### src/rtl/credit_sender.sv
// credit_sender: queues upstream words and forwards them to a dual-clock buffer,
// sending only while the buffer's reported free slots exceed writes still in flight.
module credit_sender #(
  parameter int WIDTH      = 32,
  parameter int DEPTH      = 16,
  parameter int ADDR_W     = $clog2(DEPTH),
  parameter int QDEPTH     = 4,
  parameter int CREDIT_LAT = 2
) (
  input  logic                      re_clk,
  input  logic                      re_reset_n,
  input  logic                      in_valid,
  output logic                      in_ready,
  input  logic [WIDTH-1:0]          in_data,
  input  logic [ADDR_W:0]           re_credit,
  output logic                      re_valid,
  output logic [WIDTH-1:0]          re_data,
  output logic [1:0]                state,
  output logic [$clog2(QDEPTH):0]   q_count,
  output logic [15:0]               stall_count
);
  localparam int PW = $clog2(QDEPTH);
  typedef enum logic [1:0] {IDLE = 2'd0, SEND = 2'd1, STALL = 2'd2} state_t;
  logic [WIDTH-1:0]      mem [QDEPTH];
  logic [PW-1:0]         wptr, rptr;
  logic [CREDIT_LAT-1:0] hist;
  logic [ADDR_W:0]       inflight;
  logic                  armed, push, send;
  state_t                st;
  // armed keeps in_ready low until the first edge after reset release
  assign in_ready = armed && (q_count < (PW+1)'(QDEPTH));
  assign push     = in_valid && in_ready;
  assign send     = (q_count != '0) && (re_credit > inflight);
  assign re_valid = send;
  assign re_data  = send ? mem[rptr] : '0;
  assign st       = (q_count == '0) ? IDLE : send ? SEND : STALL;
  assign state    = st;
  always_comb begin
    inflight = '0;
    for (int i = 0; i < CREDIT_LAT; i++) inflight = inflight + (ADDR_W+1)'(hist[i]);
  end
  always_ff @(posedge re_clk or negedge re_reset_n) begin
    if (!re_reset_n) begin
      armed       <= 1'b0;
      wptr        <= '0;
      rptr        <= '0;
      q_count     <= '0;
      hist        <= '0;
      stall_count <= '0;
    end else begin
      armed   <= 1'b1;
      hist    <= CREDIT_LAT'({hist, send});
      q_count <= q_count + (PW+1)'(push) - (PW+1)'(send);
      if (push) wptr <= wptr + 1'b1;
      if (send) rptr <= rptr + 1'b1;
      if (st == STALL && stall_count != 16'hFFFF) stall_count <= stall_count + 16'd1;
    end
  end
  always_ff @(posedge re_clk) begin
    if (push) mem[wptr] <= in_data;
  end
endmodule

### config.mk
export PLATFORM = sky130hd
export DESIGN_NAME = credit_sender
export DESIGN_NICKNAME = d
export VERILOG_FILES = /design/src/rtl/credit_sender.sv
export SDC_FILE = /design/constraint.sdc
export NUM_CORES = 1
export LEC_CHECK = 0
export CAP_MARGIN = 10
export CORE_ASPECT_RATIO = 0.7
export CORE_MARGIN = 10
export CORE_UTILIZATION = 48
export DETAILED_ROUTE_END_ITERATION = 8
export PLACE_DENSITY = 0.72
export SETUP_SLACK_MARGIN = 0.3
export SYNTH_ARGS = -nofsm -noshare
export SYNTH_HDL_FRONTEND = slang
export SYNTH_SLANG_ARGS = --single-unit
### constraint.sdc
create_clock -name re_clk -period 7.8 [get_ports re_clk]
set_input_delay 1.56 -clock re_clk [delete_from_list [all_inputs] [get_ports re_clk]]
set_output_delay 1.56 -clock re_clk [all_outputs]
set_load 0.05 [all_outputs]
==> results of run 1 <==
through the flow:
stage	cells	instance area [um2]
6_report	609	7924
2_1_floorplan	330	6216
3_3_place_gp	577	7346
5_1_grt	609	7924
4_1_cts	609	7924
3_5_place_dp	577	7346
layout make-up:
type,instances,area (um2)
inverter,9,33.78
multi-input combinational,155,1650
clock inverter,14,148.9
tap,162,202.7
timing repair buffer,97,963.4
sequential,154,4496
fill,888,4626
clock buffer,18,429.2
registers in the layout (all words and copies together), names as in the netlist:
| name | count |
|---|---|
| mem | 128 |
| stall_count | 16 |
| q_count | 3 |
| hist | 2 |
| rptr | 2 |
| wptr | 2 |
| armed | 1 |
report_power, final:
part / total (mW) / leakage (nW) / internal [mW] / switching (mW)
Sequential: 1.02 / 1.49 / 0.981 / 0.0408
Combinational: 1.41 / 1.01 / 0.532 / 0.878
Clock: 0.799 / 0.273 / 0.472 / 0.327
worst min-delay path by stage:
stage | endpoint | cells after the start | slack, ns | from
6_report | hist[1] | 0 | 0.39 | hist[0]
4_1_cts | hist[1] | 0 | 0.39 | hist[0]
3_3_place_gp | hist[1] | 0 | 0.37 | hist[0]
2_1_floorplan | hist[1] | 0 | 0.36 | hist[0]
5_1_grt | hist[1] | 0 | 0.41 | hist[0]
3_5_place_dp | hist[1] | 0 | 0.37 | hist[0]
worst reg2reg max path, delay by kind of cell, from the launching register on:
family	cells	cell delay (ns)
simple gates	1	0.07
xor+xnor	2	0.32
flops	1	0.38
buf+inv	1	0.04
compound gates	2	0.89
fa+ha+maj	5	1.40
placed cells by master (no fill, tap or decap), types with 2 or more instances in the layout:
| master | n |
|---|---|
| xnor2_1 | 9 |
| xor2_1 | 8 |
| nand2_1 | 12 |
| inv_6 | 2 |
| nor4_1 | 4 |
| dfrtp_1 | 25 |
| mux4_2 | 32 |
| o21ai_0 | 2 |
| nor3_1 | 3 |
| and2_1 | 34 |
| clkinv_4 | 3 |
| ha_1 | 10 |
| clkdlybuf4s50_1 | 94 |
| and3_2 | 5 |
| nor2b_1 | 2 |
| nand4_1 | 6 |
| clkbuf_16 | 17 |
| clkinvlp_4 | 4 |
| inv_1 | 9 |
| mux2_2 | 3 |
| nor2_1 | 3 |
| buf_4 | 3 |
| bufinv_16 | 2 |
| nor3_2 | 2 |
| nand3_1 | 6 |
| clkinv_2 | 3 |
| edfxtp_1 | 128 |
layer usage:
layer  up-vias  part of all wire, %  GRT usage, %
met4         0                 0.71         4.015
met5         -                    0             0
met3        10                  6.0         6.082
met2        76                   50         22.39
met1      1653                   43         17.40
li1       1488                    -             -
kinds of logic (layout without fill, tap and decap cells):
logic type | count (synthesis) | in the layout | share of synthesized area, %
AO/OA/AOI/OAI | 5 | 5 | 0.4831
AND/OR/NAND/NOR | 85 | 85 | 8.635
multiplexers | 36 | 36 | 12.38
buffers and inverters | 21 | 138 | 1.409
adder cells (fa/ha/maj) | 11 | 11 | 2.335
other | 1 | 1 | 0.06033
XOR/XNOR | 17 | 17 | 2.395
flip-flops | 154 | 154 | 72.30
==> results.ini, run 1 <==
[routing]
drtPass1Iterations = 4
route.detailed.drc = 0
vias_per_cell = 5.299
drt_first_iter_violations = 140
wl_um = 12050
ant_nets = 0
wl_per_cell_um = 19.79
num_vias = 3227

[timing]
rsz0062_at_grt = false
worstMarginPinSlew_ns = 0.8813
max_slew_margin_pct = 41.10
fmax_ghz = 0.1668
whs_ns = 0.3861
fin_worst_skew_ns = 0.006840
hold_viol = 0
period_needed_ns = 5.995
finalMaxSlewViolations = 0
period_share_pct = 76.86
tns_ns = 0
layout_setup_ws_ns = 1.805
setup_viol = 0

[floorplanning]
die_area_um2 = 17970
die_h_um = 115.2
core_area_um2 = 12550
rows = 34
start_util_pct = 49.53
ios = 95
die_x_um = 156.0

[global_route]
grt_max_degree = 39
antenna_found_initial = 0
grt_pass1_wl_um = 19320
grt_use_total_pct = 14.10
grt.overflow.total = 0
grt_pass1_vias = 3504

[final_layout]
post-route-util_pct = 63.14
diodes = 0
drive_above_1_share_pct = 19.02
area_growth_pct = 27.48
fin_nets = 485

[critical_path]
crit_cells = 7
crit_chain = clkdlybuf4s50_1 -> ha_1 -> nor2b_1 -> o21ai_1 -> a21boi_4 -> and2_1 -> clkdlybuf4s50_1
reg2reg_depth = 11
cp-end-kind = primary output
reg2reg_to = q_count[2]
crit_buf_inv = 2
cp-endpoint = re_data[23]
cpPeakStageDelay_ns = 0.82
cp_slowest_cell = clkdlybuf4s50_1
arrival_ns = 4.44
crit_family = buffers and inverters
cp-start-kind = input pin
critPathKind = input pin to primary output
crit_top_cell = clkdlybuf4s50_1
startpoint = re_credit[1]
r2r_start = hist[0]
cp_max_fo = 38
ff2ff_setup_slack_ns = 4.62
cp_data_required_time_ns = 6.24

[clock_tree]
cts_sinks = 154
ctsResizeCount = 0
htreeDepth = 4
clk_pin_slew_ns = 0.06
postCtsSetupBuffers = 0
clock_latency_ns = 0.42
cts_buffers = 17
cts_root_buf = clkbuf_16
cts_hold_buf = 0
clockBufferDepth = 2
cts_tree = yes

[yosys]
syn_nets = 381
synth_most_common_cell = edfxtp_1
synthCells = 330
netlist_area_um2 = 6216
ys.flop_type = edfxtp_1
yosys.cell_types.count = 37
ys_seq_area_share_pct = 72.30
ys_ff_latch = 154
syn_avg_cell_area_um2 = 18.84
synth.top_cell.area_share_pct = 61.84
ys_warn_count = 0
synth_area_leader_cell = edfxtp_1
synth_edf_count = 128
netlist_top_cells_count = edfxtp_1, and2_1, mux4_2
synth.area.top_cells = edfxtp_1, mux4_2, dfrtp_1
async_flop_share_pct = 16.88

[min_path]
hold_class = flip-flop to flip-flop

[placement]
post-place-ws_ns = 1.720
place.gp.congestion = 0.8068
hpwl_um = 7770
port_buffers = 94

[run]
drv_cap = 0

[power]
power.leakage_nw = 2.772
powerDensity_nw_per_um2 = 407.8
ir_drop_uv = 216.9
totalPowerFinal_mw = 3.231

[outcome]
status = complete, no violations

Note: power is estimated with default switching activity, not from simulation.
==> run 2, diff against run 1 <==
--- a/config.mk
+++ b/config.mk
@@ -10,7 +10,7 @@
 export CORE_MARGIN = 10
 export CORE_UTILIZATION = 48
 export DETAILED_ROUTE_END_ITERATION = 8
-export PLACE_DENSITY = 0.72
+export PLACE_DENSITY = 0.75
 export SETUP_SLACK_MARGIN = 0.3
 export SYNTH_ARGS = -nofsm -noshare
 export SYNTH_HDL_FRONTEND = slang
==> constraint.sdc (replaced) <==
create_clock -name re_clk -period 5.1 [get_ports re_clk]
set_input_delay 1.02 -clock re_clk [delete_from_list [all_inputs] [get_ports re_clk]]
set_output_delay 1.02 -clock re_clk [all_outputs]
set_load 0.05 [all_outputs]
==> results.ini, run 2 (synthesis gave the netlist of run 1 again) <==
[outcome]
status = complete, no violations

[floorplanning]
core_area_um2 = 12550
die_h_um = 115.2
start_util_pct = 49.53
ios = 95
rows = 34
die_x_um = 156.0
die_area_um2 = 17970

[min_path]
hold_class = flip-flop to flip-flop

[clock_tree]
postCtsSetupBuffers = 0
cts_root_buf = clkbuf_16
ctsResizeCount = 0
clockBufferDepth = 2
cts_buffers = 17
cts_sinks = 154
cts_tree = yes
clock_latency_ns = 0.42
clk_pin_slew_ns = 0.06
htreeDepth = 4
cts_hold_buf = 0

[global_route]
grt.overflow.total = 0
met3_usage_pct = 4.925
grt_pass1_vias = 3526
grt_use_met1_pct = 18.12
grt_max_degree = 33
antenna_found_initial = 0
grt_util_met2_pct = 22.51
grt_use_total_pct = 14.19
busiest_layer = met2
grt_pass1_wl_um = 19450

[final_layout]
most-common-layout-cells = edfxtp_1, clkdlybuf4s50_1, buf_4, and2_1, mux4_2
diodes = 0
regMostFlops = mem
drive_above_1_share_pct = 26.56
fin_area_um2 = 7879
area_growth_pct = 26.75
final_common_cell = edfxtp_1
reg.largest.list = mem: 128 flops, stall_count: 16 flops, q_count: 3 flops
largest_reg_flops = 128
fin_nets = 487
fill_cells = 897

[timing]
finalMaxSlewViolations = 0
max_slew_margin_pct = 38.43
fin_worst_skew_ns = 0.01106
fmax_ghz = 0.2279
worstMarginPinSlew_ns = 0.9235
period_share_pct = 86.03
tns_ns = 0
hold_viol = 0
period_needed_ns = 4.388
rsz0062_at_grt = false
setup_viol = 0

[critical_path]
crit_chain = clkdlybuf4s50_1 -> ha_1 -> nor2b_1 -> o21ai_1 -> nand3_4 -> inv_1 -> clkdlybuf4s50_1
cp_max_fo = 8
arrival_ns = 3.37
cp_slowest_cell = clkdlybuf4s50_1
crit_top_cell = clkdlybuf4s50_1
critPathKind = input pin to primary output
cp-end-kind = primary output
cp-start-kind = input pin
cpPeakStageDelay_ns = 0.83
cp_data_required_time_ns = 4.08

[routing]
drtPass1Iterations = 4
route.detailed.drc = 0
wl_um = 12370
wl_per_cell_um = 20.27
drt_first_iter_violations = 192
vias_per_cell = 5.341
ant_nets = 0
num_vias = 3258

[placement]
place.gp.congestion = 0.7830
place_area_um2 = 7268
hpwl_um = 7972
port_buffers = 94

[power]
power.leakage_nw = 2.832
powerDensity_nw_per_um2 = 625.9
ir_drop_uv = 358.8

[run]
drv_cap = 0

-- run 2: path summary, 6_finish.rpt --
check                                   from        endpoint  slack, ns  cells after the start
worst max-delay path            re_credit[1]        state[1]       0.71                      7
worst min-delay path                 hist[0]         hist[1]       0.40                      0
worst max register to register       hist[0]      q_count[2]       2.25                     12
worst min register to register       hist[0]         hist[1]       0.40                      0
max in group asynchronous         re_reset_n         rptr[0]       3.84                      2
min in group asynchronous         re_reset_n  stall_count[7]       0.97                      2
-- run 2: power breakdown --
| part | internal (mW) | total, mW | switching (mW) |
|---|---|---|---|
| sequential | 1.50 | 1.65 | 0.147 |
| clock | 0.764 | 1.24 | 0.475 |
| combinational | 0.772 | 2.05 | 1.27 |
-- run 2: critical path, delay by kind of cell --
family	cells	cell delay, ns
compound gates	1	0.33
fa+ha+maj	1	0.30
buf+inv	3	1.37
simple gates	2	0.34
-- run 2: final cells by class --
cell class,instances,area (um2),area share [%]
clock buffer,19,432.9,5.495
clock inverter,12,150.1,1.906
inverter,9,33.78,0.4288
multi-input combinational,155,1650,20.95
sequential,154,4496,57.06
tap,162,202.7,2.573
timing repair buffer,99,913.4,11.59
-- run 2: stage by stage --
stage / hold WS (ns) / instances / total power [mW] / setup slack, ns / utilization [%]
floorplan: 0.3597 / 330 / 3.096 / 0.9740 / -
global placement: 0.3694 / 578 / 3.697 / 0.7758 / 57.92
detailed placement: 0.3879 / 578 / 3.731 / 0.7155 / 57.92
CTS: 0.4036 / 609 / 4.973 / 0.7124 / 62.56
global route: 0.4273 / 610 / 5.154 / 0.6363 / 62.78
finish: 0.3983 / 610 / 4.931 / 0.7123 / 62.78
-- run 2: metal layers --
metal / share of wire [%] / wire, um / up-vias
li1: - / - / 1487
met1: 45 / 5516 / 1679
met2: 49 / 6015 / 79
met3: 5.8 / 713 / 13
met4: 0.96 / 119 / 0
met5: 0 / 0 / -
